## config.mk

```make
export PLATFORM = sky130hd
export DESIGN_NAME = mem_arbiter_flat
export DESIGN_NICKNAME = d
export VERILOG_FILES = /design/src/rtl/mem_arb_pkg.sv /design/src/rtl/mem_arbiter_if.sv /design/src/rtl/mem_arbiter_rr2.sv /design/src/rtl/mem_arbiter.sv /design/src/flat_wrapper.sv
export SDC_FILE = /design/constraint.sdc
export NUM_CORES = 1
export LEC_CHECK = 0
export BUFFER_PORTS_ARGS = -buffer_cell sky130_fd_sc_hd__buf_4
export CORE_AREA = 2 2 108 110
export CTS_CLUSTER_SIZE = 30
export DETAILED_ROUTE_END_ITERATION = 12
export DIE_AREA = 0 0 110 112
export PLACE_DENSITY_LB_ADDON = 0.3
export SKIP_LAST_GASP = 1
export SLEW_MARGIN = 25
export SYNTH_ARGS = -nofsm -noshare
export SYNTH_HDL_FRONTEND = slang
export SYNTH_SLANG_ARGS = --single-unit
export TNS_END_PERCENT = 5
```

## constraint.sdc

```tcl
create_clock -name clk -period 3.1 [get_ports clk]
set_input_delay 0.62 -clock clk [delete_from_list [all_inputs] [get_ports clk]]
set_output_delay 0.62 -clock clk [all_outputs]
set_load 0.02 [all_outputs]
```

## src/rtl/mem_arb_pkg.sv

```systemverilog
// Shared types for the IFU/LSU memory-port arbiter: FSM states, access owner
// encoding and the response-watchdog counter width.
package mem_arb_pkg;
  typedef enum logic [1:0] {IDLE, REQ, RESP, TOUT} arb_state_t;
  typedef enum logic {IFU, LSU} arb_owner_t;
  localparam int WD_W = 8;
endpackage

```

## src/rtl/mem_arbiter_if.sv

```systemverilog
// Bundles the IFU, LSU and memory-port handshakes of mem_arbiter.
// slave = the arbiter itself, master = the requesters plus the memory model.
interface mem_arbiter_if #(
  parameter int ADDR_W = 32,
  parameter int DATA_W = 32
);
  logic              ifu_req_valid;
  logic              ifu_req_ready;
  logic [ADDR_W-1:0] ifu_addr;
  logic              ifu_resp_valid;
  logic [DATA_W-1:0] ifu_rdata;

  logic                lsu_req_valid;
  logic                lsu_req_ready;
  logic [ADDR_W-1:0]   lsu_addr;
  logic                lsu_wen;
  logic [DATA_W-1:0]   lsu_wdata;
  logic [DATA_W/8-1:0] lsu_wmask;
  logic                lsu_resp_valid;
  logic [DATA_W-1:0]   lsu_rdata;

  logic                mem_req_valid;
  logic                mem_req_ready;
  logic [ADDR_W-1:0]   mem_addr;
  logic                mem_wen;
  logic [DATA_W-1:0]   mem_wdata;
  logic [DATA_W/8-1:0] mem_wmask;
  logic                mem_resp_valid;
  logic [DATA_W-1:0]   mem_rdata;

  logic bus_err;
  logic busy;

  modport slave (
    input  ifu_req_valid, ifu_addr,
    input  lsu_req_valid, lsu_addr, lsu_wen, lsu_wdata, lsu_wmask,
    input  mem_req_ready, mem_resp_valid, mem_rdata,
    output ifu_req_ready, ifu_resp_valid, ifu_rdata,
    output lsu_req_ready, lsu_resp_valid, lsu_rdata,
    output mem_req_valid, mem_addr, mem_wen, mem_wdata, mem_wmask,
    output bus_err, busy
  );

  modport master (
    output ifu_req_valid, ifu_addr,
    output lsu_req_valid, lsu_addr, lsu_wen, lsu_wdata, lsu_wmask,
    output mem_req_ready, mem_resp_valid, mem_rdata,
    input  ifu_req_ready, ifu_resp_valid, ifu_rdata,
    input  lsu_req_ready, lsu_resp_valid, lsu_rdata,
    input  mem_req_valid, mem_addr, mem_wen, mem_wdata, mem_wmask,
    input  bus_err, busy
  );
endinterface

```

## src/rtl/mem_arbiter_rr2.sv

```systemverilog
// Two-input round-robin grant: a lone requester wins, on contention the
// requester that did not win last time wins. Purely combinational.
module arb_rr2 (
  input  logic       req0,
  input  logic       req1,
  input  logic       last,   // 0: req0 won last, 1: req1 won last
  output logic [1:0] gnt
);
  assign gnt[0] = req0 & (~req1 | last);
  assign gnt[1] = req1 & (~req0 | ~last);
endmodule

```

## src/rtl/mem_arbiter.sv

```systemverilog
// Shares one memory port between instruction fetch and load/store traffic,
// one access at a time, with a response watchdog that flags bus_err.
module mem_arbiter
  import mem_arb_pkg::*;
#(
  parameter int ADDR_W  = 32,
  parameter int DATA_W  = 32,
  parameter int TIMEOUT = 255
) (
  input logic          clk,
  input logic          rst,
  mem_arbiter_if.slave bus
);
  // Last RESP cycle index (0-based) in which a response would arrive too late.
  localparam logic [WD_W-1:0] WD_LAST = WD_W'(TIMEOUT - 1);

  arb_state_t          state_q, state_d;
  arb_owner_t          owner_q, owner_d;
  arb_owner_t          last_q, last_d;
  logic [WD_W-1:0]     wd_q, wd_d;
  logic [ADDR_W-1:0]   addr_q, addr_d;
  logic                wen_q, wen_d;
  logic [DATA_W-1:0]   wdata_q, wdata_d;
  logic [DATA_W/8-1:0] wmask_q, wmask_d;
  logic                bus_err_q, bus_err_d;

  logic       idle;
  logic [1:0] gnt;
  logic       resp_ok, resp_to;

  assign idle = (state_q == IDLE);

  arb_rr2 u_rr (
    .req0 (idle & bus.ifu_req_valid),
    .req1 (idle & bus.lsu_req_valid),
    .last (last_q == LSU),
    .gnt  (gnt)
  );

  always_comb begin
    state_d   = state_q;
    owner_d   = owner_q;
    last_d    = last_q;
    wd_d      = wd_q;
    addr_d    = addr_q;
    wen_d     = wen_q;
    wdata_d   = wdata_q;
    wmask_d   = wmask_q;
    bus_err_d = bus_err_q;
    unique case (state_q)
      IDLE: begin
        if (gnt[1]) begin
          state_d = REQ;
          owner_d = LSU;
          last_d  = LSU;
          addr_d  = bus.lsu_addr;
          wen_d   = bus.lsu_wen;
          wdata_d = bus.lsu_wdata;
          wmask_d = bus.lsu_wmask;
        end else if (gnt[0]) begin
          state_d = REQ;
          owner_d = IFU;
          last_d  = IFU;
          addr_d  = bus.ifu_addr;
          wen_d   = 1'b0;
          wdata_d = '0;
          wmask_d = '0;
        end
      end
      REQ: begin
        if (bus.mem_req_ready) begin
          state_d = RESP;
          wd_d    = '0;
        end
      end
      RESP: begin
        // A response landing in the TIMEOUT-th RESP cycle is already too late.
        if (wd_q == WD_LAST)         state_d = TOUT;
        else if (bus.mem_resp_valid) state_d = IDLE;
        else                         wd_d    = wd_q + 1'b1;
      end
      TOUT: begin
        bus_err_d = 1'b1;
        state_d   = IDLE;
      end
      default: state_d = IDLE;
    endcase
  end

  always_ff @(posedge clk or posedge rst) begin
    if (rst) begin
      state_q   <= IDLE;
      owner_q   <= IFU;
      last_q    <= IFU;
      wd_q      <= '0;
      addr_q    <= '0;
      wen_q     <= 1'b0;
      wdata_q   <= '0;
      wmask_q   <= '0;
      bus_err_q <= 1'b0;
    end else begin
      state_q   <= state_d;
      owner_q   <= owner_d;
      last_q    <= last_d;
      wd_q      <= wd_d;
      addr_q    <= addr_d;
      wen_q     <= wen_d;
      wdata_q   <= wdata_d;
      wmask_q   <= wmask_d;
      bus_err_q <= bus_err_d;
    end
  end

  assign resp_ok = (state_q == RESP) && (wd_q != WD_LAST) && bus.mem_resp_valid;
  assign resp_to = (state_q == TOUT);

  assign bus.ifu_req_ready  = gnt[0];
  assign bus.lsu_req_ready  = gnt[1];
  assign bus.ifu_resp_valid = (resp_ok | resp_to) && (owner_q == IFU);
  assign bus.lsu_resp_valid = (resp_ok | resp_to) && (owner_q == LSU);
  assign bus.ifu_rdata      = (resp_ok && owner_q == IFU) ? bus.mem_rdata : '0;
  assign bus.lsu_rdata      = (resp_ok && owner_q == LSU) ? bus.mem_rdata : '0;

  assign bus.mem_req_valid = (state_q == REQ);
  assign bus.mem_addr      = addr_q;
  assign bus.mem_wen       = wen_q;
  assign bus.mem_wdata     = wdata_q;
  assign bus.mem_wmask     = wmask_q;
  assign bus.bus_err       = bus_err_q;
  assign bus.busy          = ~idle;
endmodule

```

## src/flat_wrapper.sv

```systemverilog
// flat-port wrapper written by rule: the top's interface ports become plain ports
module mem_arbiter_flat import mem_arb_pkg::*;
#(
  parameter int ADDR_W  = 32,
  parameter int DATA_W  = 32,
  parameter int TIMEOUT = 255
)
  (clk, rst, bus_ifu_req_valid, bus_ifu_addr, bus_lsu_req_valid, bus_lsu_addr, bus_lsu_wen, bus_lsu_wdata, bus_lsu_wmask, bus_mem_req_ready, bus_mem_resp_valid, bus_mem_rdata, bus_ifu_req_ready, bus_ifu_resp_valid, bus_ifu_rdata, bus_lsu_req_ready, bus_lsu_resp_valid, bus_lsu_rdata, bus_mem_req_valid, bus_mem_addr, bus_mem_wen, bus_mem_wdata, bus_mem_wmask, bus_bus_err, bus_busy);
  mem_arbiter_if #(.ADDR_W(ADDR_W), .DATA_W(DATA_W)) bus_i ();
  input logic clk;
  input logic rst;
  input wire logic [$bits(bus_i.ifu_req_valid)-1:0] bus_ifu_req_valid;
  input wire logic [$bits(bus_i.ifu_addr)-1:0] bus_ifu_addr;
  input wire logic [$bits(bus_i.lsu_req_valid)-1:0] bus_lsu_req_valid;
  input wire logic [$bits(bus_i.lsu_addr)-1:0] bus_lsu_addr;
  input wire logic [$bits(bus_i.lsu_wen)-1:0] bus_lsu_wen;
  input wire logic [$bits(bus_i.lsu_wdata)-1:0] bus_lsu_wdata;
  input wire logic [$bits(bus_i.lsu_wmask)-1:0] bus_lsu_wmask;
  input wire logic [$bits(bus_i.mem_req_ready)-1:0] bus_mem_req_ready;
  input wire logic [$bits(bus_i.mem_resp_valid)-1:0] bus_mem_resp_valid;
  input wire logic [$bits(bus_i.mem_rdata)-1:0] bus_mem_rdata;
  output wire logic [$bits(bus_i.ifu_req_ready)-1:0] bus_ifu_req_ready;
  output wire logic [$bits(bus_i.ifu_resp_valid)-1:0] bus_ifu_resp_valid;
  output wire logic [$bits(bus_i.ifu_rdata)-1:0] bus_ifu_rdata;
  output wire logic [$bits(bus_i.lsu_req_ready)-1:0] bus_lsu_req_ready;
  output wire logic [$bits(bus_i.lsu_resp_valid)-1:0] bus_lsu_resp_valid;
  output wire logic [$bits(bus_i.lsu_rdata)-1:0] bus_lsu_rdata;
  output wire logic [$bits(bus_i.mem_req_valid)-1:0] bus_mem_req_valid;
  output wire logic [$bits(bus_i.mem_addr)-1:0] bus_mem_addr;
  output wire logic [$bits(bus_i.mem_wen)-1:0] bus_mem_wen;
  output wire logic [$bits(bus_i.mem_wdata)-1:0] bus_mem_wdata;
  output wire logic [$bits(bus_i.mem_wmask)-1:0] bus_mem_wmask;
  output wire logic [$bits(bus_i.bus_err)-1:0] bus_bus_err;
  output wire logic [$bits(bus_i.busy)-1:0] bus_busy;
  assign bus_i.ifu_req_valid = bus_ifu_req_valid;
  assign bus_i.ifu_addr = bus_ifu_addr;
  assign bus_i.lsu_req_valid = bus_lsu_req_valid;
  assign bus_i.lsu_addr = bus_lsu_addr;
  assign bus_i.lsu_wen = bus_lsu_wen;
  assign bus_i.lsu_wdata = bus_lsu_wdata;
  assign bus_i.lsu_wmask = bus_lsu_wmask;
  assign bus_i.mem_req_ready = bus_mem_req_ready;
  assign bus_i.mem_resp_valid = bus_mem_resp_valid;
  assign bus_i.mem_rdata = bus_mem_rdata;
  assign bus_ifu_req_ready = bus_i.ifu_req_ready;
  assign bus_ifu_resp_valid = bus_i.ifu_resp_valid;
  assign bus_ifu_rdata = bus_i.ifu_rdata;
  assign bus_lsu_req_ready = bus_i.lsu_req_ready;
  assign bus_lsu_resp_valid = bus_i.lsu_resp_valid;
  assign bus_lsu_rdata = bus_i.lsu_rdata;
  assign bus_mem_req_valid = bus_i.mem_req_valid;
  assign bus_mem_addr = bus_i.mem_addr;
  assign bus_mem_wen = bus_i.mem_wen;
  assign bus_mem_wdata = bus_i.mem_wdata;
  assign bus_mem_wmask = bus_i.mem_wmask;
  assign bus_bus_err = bus_i.bus_err;
  assign bus_busy = bus_i.busy;
  mem_arbiter #(.ADDR_W(ADDR_W), .DATA_W(DATA_W), .TIMEOUT(TIMEOUT)) u_core (.clk(clk), .rst(rst), .bus(bus_i));
endmodule
```

==> summary.md <==
| Metric | Value |
|---|---|
| Final Setup Violations | `0` |
| Leak | `3.338 nW` |
| Power density over cell area | `918.1 nW/µm²` |
| Layout cell share with drive strength beyond 1 | `0.4615` |
| Synth unique cells | `42` |
| Share of power burned in registers | `0.316` |
| Sw power | `0.002426 W` |
| Initial Util | `0.3453` |
| RSZ-0062 raised after global routing | `false` |
| Final setup TNS | `0 ns` |
| #FFs+latches synth | `81` |
| Final nets | `813` |
| RD Place Congestion | `0.8413` |
| CTS tree | `done` |
| Max-slew violations | `0` |
| Hold crit path type | `input pin to asynchronous set/reset pin` |
| CTS clk-pin slew, worst paths | `0.06 ns` |
| Most frequent cells after synthesis | `dfrtp_1, a21oi_1, and2_1` |
| Clk_skew | `0.009195 ns` |
| Max-cap violations | `0` |
| Slowest stage cell on the critical path | `nor3b_2` |
| Synth area leaders | `dfrtp_1, and2_1, a21oi_1, a22o_1, nand2_1` |
| Req. time, crit path | `2.48 ns` |
| Area Growth Syn to Fin | `65.40%` |
| Initial antenna violation count | `0` |
| Post-DP HPWL | `9797 µm` |
| Worst slew margin | `0.4954` |
| Kind of critical path | `flip-flop to primary output` |
| Drt pass-1 iters | `4` |
| Cells along the critical path | `inv_1 > ha_1 > nand3_1 > o21bai_4 > nor3b_2 > and2_1 > buf_4` |
| DRC Markers | `0` |
| Internal | `0.003434 W` |
| CP peak stage delay | `0.64 ns` |
| Post-CTS Repair Setup Buffers | `0` |
| PnR Total Power | `0.005860 W` |
| Chip width | `110 µm` |
| Most frequent cell after synthesis | `dfrtp_1` |
| ANT nets after route | `0` |
| CTS max path bufs | `2` |
| Core area | `11170 µm²` |
| Top-area cell type share of the netlist area | `0.5253` |
| Clock buffer count from CTS | `9` |
| Clock root cell | `clkbuf_16` |
| Largest net degree at the start of global routing | `71` |
| Vias in the first global route | `3935` |
| FFs w/ async S/R, synth | `1.000` |
| CP endpoint kind | `primary output` |
| Net Count, Synth | `543` |
| Worst path buffer plus inverter count | `2` |
| Worst setup SP type | `flip-flop` |
| Sink Count | `81` |
| Final wirelength | `13070 µm` |
| Post-Synthesis Cells | `402` |
| Vias per std cell | `4.832` |
| Sequential fraction of the synthesis area | `0.5253` |
| Highest ir drop seen on vdd | `564.5 µV` |
| Syn Area/Cell | `9.599 µm²` |
| Wire length per cell | `15.95 µm` |
| Gr ovfl total | `0` |
| Final cycle utilization of the critical path | `0.9494` |
| Hold_buf cts | `0` |
| DIE AREA | `12320 µm²` |
| Top delay family on crit path | `simple AND/OR/NAND/NOR gates` |
| GRT Total Usage | `0.2046` |
| First-pass GRT wire length | `19420 µm` |
| H-Tree Depth | `3` |
| Fin. Hold Viols | `0` |
| Comb pwr share | `0.505` |
| CP arrival | `2.32 ns` |
| # rows | `39` |
| Tmin final | `2.943 ns` |
| Outcome | `completed` |
| EDFF count, synth | `0` |
| Net Sw Frac | `0.4140` |
| Ys flop type | `dfrtp_1` |
| Slew @ Worst Pin | `0.7568 ns` |
| Clk pwr share | `0.180` |
| # port buffers | `278` |
| Ports | `279` |
| First DRT Iteration DRCs | `225` |
| Cell taking the most area after synthesis | `dfrtp_1` |
| Worst-skew pair later-pin latency | `0.33 ns` |
| Fillcell total | `983` |
| Die height | `112 µm` |
| Netlist Area Pre-Place | `3859 µm²` |
| Highest clock rate | `0.3398 GHz` |
| Antenna Cells | `0` |
| CP Max Fanout | `16` |
| Syn. warnings | `0` |
| DR vias | `3957` |
==> metal layers <==
metal | track usage | share of wire
met1 | 0.2343 | 0.37
met2 | 0.3599 | 0.51
met3 | 0.05913 | 0.10
met4 | 0.06835 | 0.015
met5 | 0 | 0
==> layout make-up <==
type | instances | area, µm² | share of cell area
clock buffer | 11 | 242.7 | 0.03803
multi-input combinational | 287 | 1710 | 0.2680
sequential | 81 | 2027 | 0.3176
timing repair buffer | 285 | 2140 | 0.3352
tap | 143 | 178.9 | 0.02803
inverter | 8 | 31.28 | 0.004901
clock inverter | 4 | 52.55 | 0.008234
==> power by group through the flow <==
stage                     Sequential (W)  Clock [W]  Combinational [W]
after floorplan                  0.00234          0            0.00118
after global placement           0.00183          0            0.00294
after detailed placement         0.00184          0            0.00299
after CTS                        0.00185    0.00108            0.00298
after global routing             0.00191    0.00113            0.00320
final                            0.00185    0.00105            0.00296
==> through the flow <==
stage / cells / setup WS (ns) / cell area (µm²) / hold slack [ns] / util
3_5_place_dp: 803 / 0.1047 / 6068 / 0.4824 / 0.5431
4_1_cts: 818 / 0.06420 / 6370 / 0.3859 / 0.5700
6_report: 819 / 0.1568 / 6382 / 0.3564 / 0.5712
5_1_grt: 819 / 0.01149 / 6382 / 0.4176 / 0.5712
2_1_floorplan: 402 / 0.3999 / 3859 / 0.4776 / -
3_3_place_gp: 803 / 0.3066 / 6068 / 0.4857 / 0.5431
==> worst register-to-register path: stages (launching register included) <==
cell and delay [ns]:
dfrtp_1 0.43, nor2_1 0.33, nand3_1 0.18, inv_2 0.19, buf_4 0.55, a21oi_1 0.20
a21oi_1 0.19
==> sequential cells by signal (all words and copies together) (netlist names) <==
signal                count
u_core.bus.mem_addr      32
u_core.bus.mem_wdata     32
u_core.wd_q               8
u_core.bus.mem_wmask      4
u_core.state_q            2
u_core.bus.bus_err        1
u_core.bus.mem_wen        1
u_core.owner_q            1
==> layout by cell type (no fill, tap or decap), types with 2 or more instances in the layout <==
cell type and count:
a21o_2 2, a21oi_1 67, a22o_1 37, and2_1 64, buf_4 285, clkbuf_16 9
clkinv_2 2, dfrtp_1 81, ha_1 2, inv_1 6, nand2_1 43, nand2b_1 2
nand3_1 2, nor2_1 38, o211ai_1 2, o21ai_0 3, o31ai_1 2
==> logic make-up after synthesis <==
family,share of synthesized area
flops,0.5253
buf+inv,0.03923
compound gates,0.2111
mux,0.002594
simple gates,0.2153
fa+ha+maj,0.006484
==> timing repair <==
item | CTS | global route
gates cloned | 0 | 1
pin swaps | 0 | 1
gates resized for setup | 1 | 0
setup endpoints to repair | 32 | 32
==> final timing paths <==
check                                          from                  endpoint  slack, ns  depth (start not counted)
hold reg to reg            u_core.bus.mem_wdata[17]  u_core.bus.mem_wdata[17]       0.50                          1
setup reg to reg                  u_core.state_q[1]   u_core.bus.mem_addr[30]       0.95                          6
hold / removal                                  rst  u_core.bus.mem_wdata[16]       0.36                          2
max in group asynchronous                       rst  u_core.bus.mem_wdata[21]       1.93                          3
min in group clk                  bus_mem_req_ready            u_core.wd_q[6]       0.50                          2
setup / recovery                     u_core.wd_q[0]         bus_ifu_rdata[10]       0.16                          7
No activity file was read; power rests on OpenSTA's default activity.
